$ cat config.mk
export PLATFORM = sky130hd
export DESIGN_NAME = aes_enc_engine
export DESIGN_NICKNAME = d
export VERILOG_FILES = /design/src/rtl/aes_enc_engine.sv
export SDC_FILE = /design/constraint.sdc
export NUM_CORES = 2
export LEC_CHECK = 0
export ABC_AREA = 0
export BUFFER_PORTS_ARGS = -buffer_cell sky130_fd_sc_hd__buf_2
export CAP_MARGIN = 20
export CORE_MARGIN = 3
export CORE_UTILIZATION = 35
export CTS_CLUSTER_SIZE = 40
export DETAILED_ROUTE_END_ITERATION = 8
export PLACE_DENSITY = 0.47
export REMOVE_ABC_BUFFERS = 1
export SLEW_MARGIN = 30
export SYNTH_ARGS = -nofsm -noshare
export SYNTH_HDL_FRONTEND = slang
export SYNTH_SLANG_ARGS = --single-unit
$ cat constraint.sdc
create_clock -name clk -period 9.85 [get_ports clk]
set_input_delay 1.97 -clock clk [delete_from_list [all_inputs] [get_ports clk]]
set_output_delay 1.97 -clock clk [all_outputs]
set_load 0.01 [all_outputs]
$ cat src/rtl/aes_enc_engine.sv
// Iterative AES-128 encryptor with valid/ready handshakes and ROUNDS_PER_CYCLE unrolled rounds per clock.
// Define AES_CBC_EN to build in CBC chaining (iv / chain register pre-whitening); otherwise ECB only.
module aes_enc_engine #(
  parameter int ROUNDS_PER_CYCLE = 1,
  parameter int NUM_ROUNDS       = 10
) (
  input  logic         clk,
  input  logic         reset,
  input  logic         in_valid,
  output logic         in_ready,
  input  logic [0:127] plaintext,
  input  logic [0:127] key,
  input  logic [0:127] iv,
  input  logic         chain_start,
  output logic         out_valid,
  input  logic         out_ready,
  output logic [0:127] ciphertext,
  output logic         busy
);
  localparam int CW = $clog2(NUM_ROUNDS + 1);

  if (!(ROUNDS_PER_CYCLE == 1 || ROUNDS_PER_CYCLE == 2 ||
        ROUNDS_PER_CYCLE == 5 || ROUNDS_PER_CYCLE == 10)) begin : g_bad_rpc
    $error("aes_enc_engine: ROUNDS_PER_CYCLE must be 1, 2, 5 or 10");
  end

  localparam logic [0:2047] SBOX = {
    128'h637c777bf26b6fc53001672bfed7ab76, 128'hca82c97dfa5947f0add4a2af9ca472c0,
    128'hb7fd9326363ff7cc34a5e5f171d83115, 128'h04c723c31896059a071280e2eb27b275,
    128'h09832c1a1b6e5aa0523bd6b329e32f84, 128'h53d100ed20fcb15b6acbbe394a4c58cf,
    128'hd0efaafb434d338545f9027f503c9fa8, 128'h51a3408f929d38f5bcb6da2110fff3d2,
    128'hcd0c13ec5f974417c4a77e3d645d1973, 128'h60814fdc222a908846eeb814de5e0bdb,
    128'he0323a0a4906245cc2d3ac629195e479, 128'he7c8376d8dd54ea96c56f4ea657aae08,
    128'hba78252e1ca6b4c6e8dd741f4bbd8b8a, 128'h703eb5664803f60e613557b986c11d9e,
    128'he1f8981169d98e949b1e87e9ce5528df, 128'h8ca1890dbfe6426841992d0fb054bb16
  };
  // Entry 0 is unused so round r indexes byte r directly.
  localparam logic [0:87] RCON = 88'h00_01_02_04_08_10_20_40_80_1b_36;

  typedef enum logic [1:0] {IDLE, ROUND, DONE} state_e;

  function automatic logic [7:0] sbox(input logic [7:0] b);
    logic [10:0] idx;
    idx = {b, 3'b000};
    return SBOX[idx +: 8];
  endfunction

  function automatic logic [7:0] rcon(input logic [CW-1:0] r);
    logic [CW+2:0] idx;
    idx = {r, 3'b000};
    return RCON[idx +: 8];
  endfunction

  function automatic logic [7:0] xtime(input logic [7:0] b);
    return {b[6:0], 1'b0} ^ (b[7] ? 8'h1b : 8'h00);
  endfunction

  function automatic logic [0:127] next_key(input logic [0:127] k, input logic [CW-1:0] r);
    logic [0:31]  t;
    logic [0:127] nk;
    t = {sbox(k[104:111]) ^ rcon(r), sbox(k[112:119]), sbox(k[120:127]), sbox(k[96:103])};
    nk[0:31]   = k[0:31] ^ t;
    nk[32:63]  = nk[0:31] ^ k[32:63];
    nk[64:95]  = nk[32:63] ^ k[64:95];
    nk[96:127] = nk[64:95] ^ k[96:127];
    return nk;
  endfunction

  function automatic logic [0:127] aes_round(input logic [0:127] s, input logic [0:127] rk,
                                             input logic last);
    logic [7:0]   sb [16];
    logic [7:0]   sr [16];
    logic [7:0]   a0, a1, a2, a3;
    logic [0:127] o;
    for (int i = 0; i < 16; i++) sb[i] = sbox(s[8*i +: 8]);
    // Bytes are column-major: byte 4c+r is row r of column c.
    for (int c = 0; c < 4; c++)
      for (int r = 0; r < 4; r++)
        sr[4*c + r] = sb[4*((c + r) % 4) + r];
    for (int c = 0; c < 4; c++) begin
      a0 = sr[4*c];
      a1 = sr[4*c + 1];
      a2 = sr[4*c + 2];
      a3 = sr[4*c + 3];
      if (last) o[32*c +: 32] = {a0, a1, a2, a3};
      else      o[32*c +: 32] = {xtime(a0) ^ xtime(a1) ^ a1 ^ a2 ^ a3,
                                 a0 ^ xtime(a1) ^ xtime(a2) ^ a2 ^ a3,
                                 a0 ^ a1 ^ xtime(a2) ^ xtime(a3) ^ a3,
                                 xtime(a0) ^ a0 ^ a1 ^ a2 ^ xtime(a3)};
    end
    return o ^ rk;
  endfunction

  state_e         fsm_q, fsm_d;
  logic [0:127]   state_q, state_d;
  logic [0:127]   key_q, key_d;
  logic [CW-1:0]  cnt_q, cnt_d;
  logic [0:127]   whiten;
  logic           handoff;

  logic [0:127] st_c [ROUNDS_PER_CYCLE+1];
  logic [0:127] rk_c [ROUNDS_PER_CYCLE+1];
  assign st_c[0] = state_q;
  assign rk_c[0] = key_q;

  for (genvar g = 0; g < ROUNDS_PER_CYCLE; g++) begin : g_round
    logic [CW-1:0] rnd;
    assign rnd         = cnt_q + CW'(g + 1);
    assign rk_c[g + 1] = next_key(rk_c[g], rnd);
    assign st_c[g + 1] = aes_round(st_c[g], rk_c[g + 1], rnd == CW'(NUM_ROUNDS));
  end

`ifdef AES_CBC_EN
  logic [0:127] chain_q;
  always_ff @(posedge clk or posedge reset) begin
    if (reset)        chain_q <= '0;
    else if (handoff) chain_q <= state_q;
  end
  assign whiten = chain_start ? iv : chain_q;
`else
  logic unused_cbc;
  assign whiten     = '0;
  assign unused_cbc = ^{iv, chain_start, handoff};
`endif

  always_ff @(posedge clk or posedge reset) begin
    if (reset) begin
      fsm_q   <= IDLE;
      state_q <= '0;
      key_q   <= '0;
      cnt_q   <= '0;
    end else begin
      fsm_q   <= fsm_d;
      state_q <= state_d;
      key_q   <= key_d;
      cnt_q   <= cnt_d;
    end
  end

  always_comb begin
    fsm_d     = fsm_q;
    state_d   = state_q;
    key_d     = key_q;
    cnt_d     = cnt_q;
    in_ready  = 1'b0;
    out_valid = 1'b0;
    busy      = 1'b0;
    handoff   = 1'b0;
    case (fsm_q)
      IDLE: begin
        in_ready = 1'b1;
        if (in_valid) begin
          state_d = plaintext ^ key ^ whiten;
          key_d   = key;
          cnt_d   = '0;
          fsm_d   = ROUND;
        end
      end
      ROUND: begin
        busy    = 1'b1;
        state_d = st_c[ROUNDS_PER_CYCLE];
        key_d   = rk_c[ROUNDS_PER_CYCLE];
        cnt_d   = cnt_q + CW'(ROUNDS_PER_CYCLE);
        if (cnt_d == CW'(NUM_ROUNDS)) fsm_d = DONE;
      end
      DONE: begin
        out_valid = 1'b1;
        if (out_ready) begin
          handoff = 1'b1;
          cnt_d   = '0;
          fsm_d   = IDLE;
        end
      end
      default: fsm_d = IDLE;
    endcase
  end

  assign ciphertext = state_q;

endmodule

==> flow_metrics.tcl <==
set metrics [dict create \
    status "completed" \
    worst_slack_ns 3.34 \
    clock-skew-final_ns 0.0509 \
    crit_start "key_q[119]" \
    core_mm2 0.258 \
    yosys_warnings 0 \
    synthToLayoutAreaGrowth_pct 4.37 \
    synth-xor-area-share 0.0936 \
    design_area_mm2 0.0953 \
    slew_headroom 0.256 \
    cp.arrival_ns 7.06 \
    synth.distinct_cells 130 \
    syn_area_mm2 0.0913 \
    ys.flop_type "dfrtp_1" \
    port_buffers 390 \
    final_common_cell "o21ai_0" \
    r2r_end "ciphertext[106]" \
    cap_violations 0 \
    drc 0 \
    period_needed_ns 6.51 \
    die_w_um 517 \
    drive_above_1_share 0.124 \
    vias 114000 \
    tightest_slew_ns 1.11 \
    final_hold_viol_count 0 \
    die_h_um 517 \
    synth_area_per_cell_um2 6.96 \
    top_level_ports 520 \
    end_kind "register" \
    routabilityCongestion 1.02 \
    clkSinkCount 262 \
    numCtsBuffers 38 \
    nNetsFinal 13100 \
    r2r_slack_ns 3.34 \
    reg2regPathDepth 13 \
    crit_top_cell "xnor2_1" \
    crit_path_top_delay_cell "dfrtp_1" \
    routed_wl_um 565000 \
    seq_area_frac_synth 0.0718 \
    crit-reg2reg-launch "key_q[119]" \
    cts_tree "yes" \
    required_ns 10.40 \
    post_cts_resized 0 \
    cp_slowest_stage_delay_ns 0.94 \
    hp-class "register to register" \
    rsz0062_at_grt "no" \
    clk_pin_slew_ns 0.07 \
    mostFrequentLayoutCells "1,037 x o21ai_0, 1,021 x nand2_1, 991 x a21oi_1" \
    path_max_fanout 14 \
    overflow 0 \
    synthArstFlopShare 1.00 \
    dpl_worst_slack_ns 3.52 \
    ys_ff_latch 262 \
    drtIter0Drc 20200 \
    max_freq_mhz 154 \
    netlist_instances 13100 \
    setup_violations 0 \
    cts_hold_buf 0 \
    cp_cell_sequence "inv_1, ha_1, nor3_1, o21a_1, a21oi_1, mux4_2, mux4_2, xnor2_2, xnor2_1, xnor2_2, xnor2_1, xnor2_1, o21ai_1" \
    grt_pass1_wl_um 797000 \
    critical_path_class "register to register" \
    h-tree-depth 2 \
    synth_compound_gate_area_share 0.381 \
    synth.mux.area_fraction 0.0878 \
    synth_edf_count 0 \
    initial_core_util 0.354 \
    cts_buffer_depth 3 \
    post-route-period-util 0.661 \
    crit_path_end "ciphertext[106]" \
    die-area_mm2 0.267 \
    maxSlewViolCount 0 \
    clock_latency_ns 0.64 \
    synthSimpleGateAreaFrac 0.241 \
    post-cts-setup-buffers 0 \
    grt_pass1_vias 104000 \
    synth_fa_ha_area_frac 0.0402 \
    synth_top_family_by_area "compound AO/OA/AOI/OAI gates" \
    dpl-instance-area_mm2 0.0939 \
    wl_per_cell_um 35.7 \
    antenna_found_initial 27 \
    dp_hpwl_um 404000 \
    vias_per_cell 7.21 \
    grt_max_degree 111 \
    num_rows 186 \
    track_usage 0.399 \
    cp-start-kind "register" \
    root_buffer "clkbuf_16" \
    ant_nets 0 \
    firstDrtPassIters 9 \
]
==> metal layers <==
layer	GRT usage	vias up	wire length (µm)
li1	-	48300	-
met1	0.535	55800	226000
met2	0.598	8512	241000
met3	0.0860	1334	62300
met4	0.204	2	36100
met5	0	-	13
==> worst max-delay path: cells and delay by family (launching register included) <==
kind	cells	cell delay [ns]
flops	1	0.94
simple gates	1	0.63
fa+ha+maj	1	0.63
mux	2	1.07
compound gates	3	0.44
xor+xnor	5	2.19
buf+inv	1	0.49
==> cells in the mapped netlist (197+ instances only) <==
cell	instances	area share
a211oi_1	254	0.021
a21oi_1	991	0.054
a311oi_1	197	0.019
a31oi_1	240	0.016
buf_2	523	0.029
clkbuf_1	829	0.034
dfrtp_1	262	0.072
ha_1	290	0.040
mux2i_1	220	0.024
mux4_2	217	0.054
nand2_1	1027	0.042
nand2b_1	419	0.029
nand3_1	344	0.019
nor2_1	913	0.038
nor2b_1	424	0.029
nor3_1	452	0.025
o211ai_1	296	0.024
o21ai_0	1041	0.057
xnor2_1	489	0.047
xor2_1	245	0.024
==> final cells by class <==
class	instances	area, µm²
fill	27800	163000
multi-input combinational	11100	77300
sequential	262	6750
timing repair buffer	759	4770
tap	3384	4230
clock buffer	48	1040
inverter	232	888
clock inverter	20	206
antenna	25	62.6
==> kinds of logic (layout without fill, tap and decap cells) <==
| logic type | count (synthesis) | in the layout |
|---|---|---|
| fa+ha+maj | 293 | 293 |
| flops | 262 | 262 |
| buf+inv | 1784 | 1059 |
| other cells | 0 | 25 |
| compound gates | 5056 | 5056 |
| simple gates | 4379 | 4379 |
| mux | 518 | 518 |
| xor+xnor | 836 | 836 |
==> sequential cells by signal (all words and copies together), names as in the netlist <==
register    cells
key_q         128
ciphertext    128
cnt_q           4
fsm_q           2
==> worst min path at each step <==
stage,start,cells after the start,slack [ns],end
floorplan,key_q[0],2,0.47,key_q[0]
global placement,key_q[0],2,0.48,key_q[0]
detailed placement,key_q[0],2,0.49,key_q[0]
CTS,key_q[0],2,0.51,key_q[0]
global route,cnt_q[2],1,0.54,cnt_q[2]
finish,key_q[0],2,0.51,key_q[0]
==> stage by stage <==
stage	utilization	TNS (ns)	cells	hold slack, ns
finish	0.369	0	15800	0.511
detailed placement	0.364	0	15700	0.494
global placement	0.363	0	15700	0.484
global route	0.369	0	15800	0.541
CTS	0.369	0	15800	0.509
floorplan	-	-0.441	11600	0.469
Power is left out: the tool's default activity adds up to more than one toggle a clock period on the data nets, which glitch-free logic cannot reach.
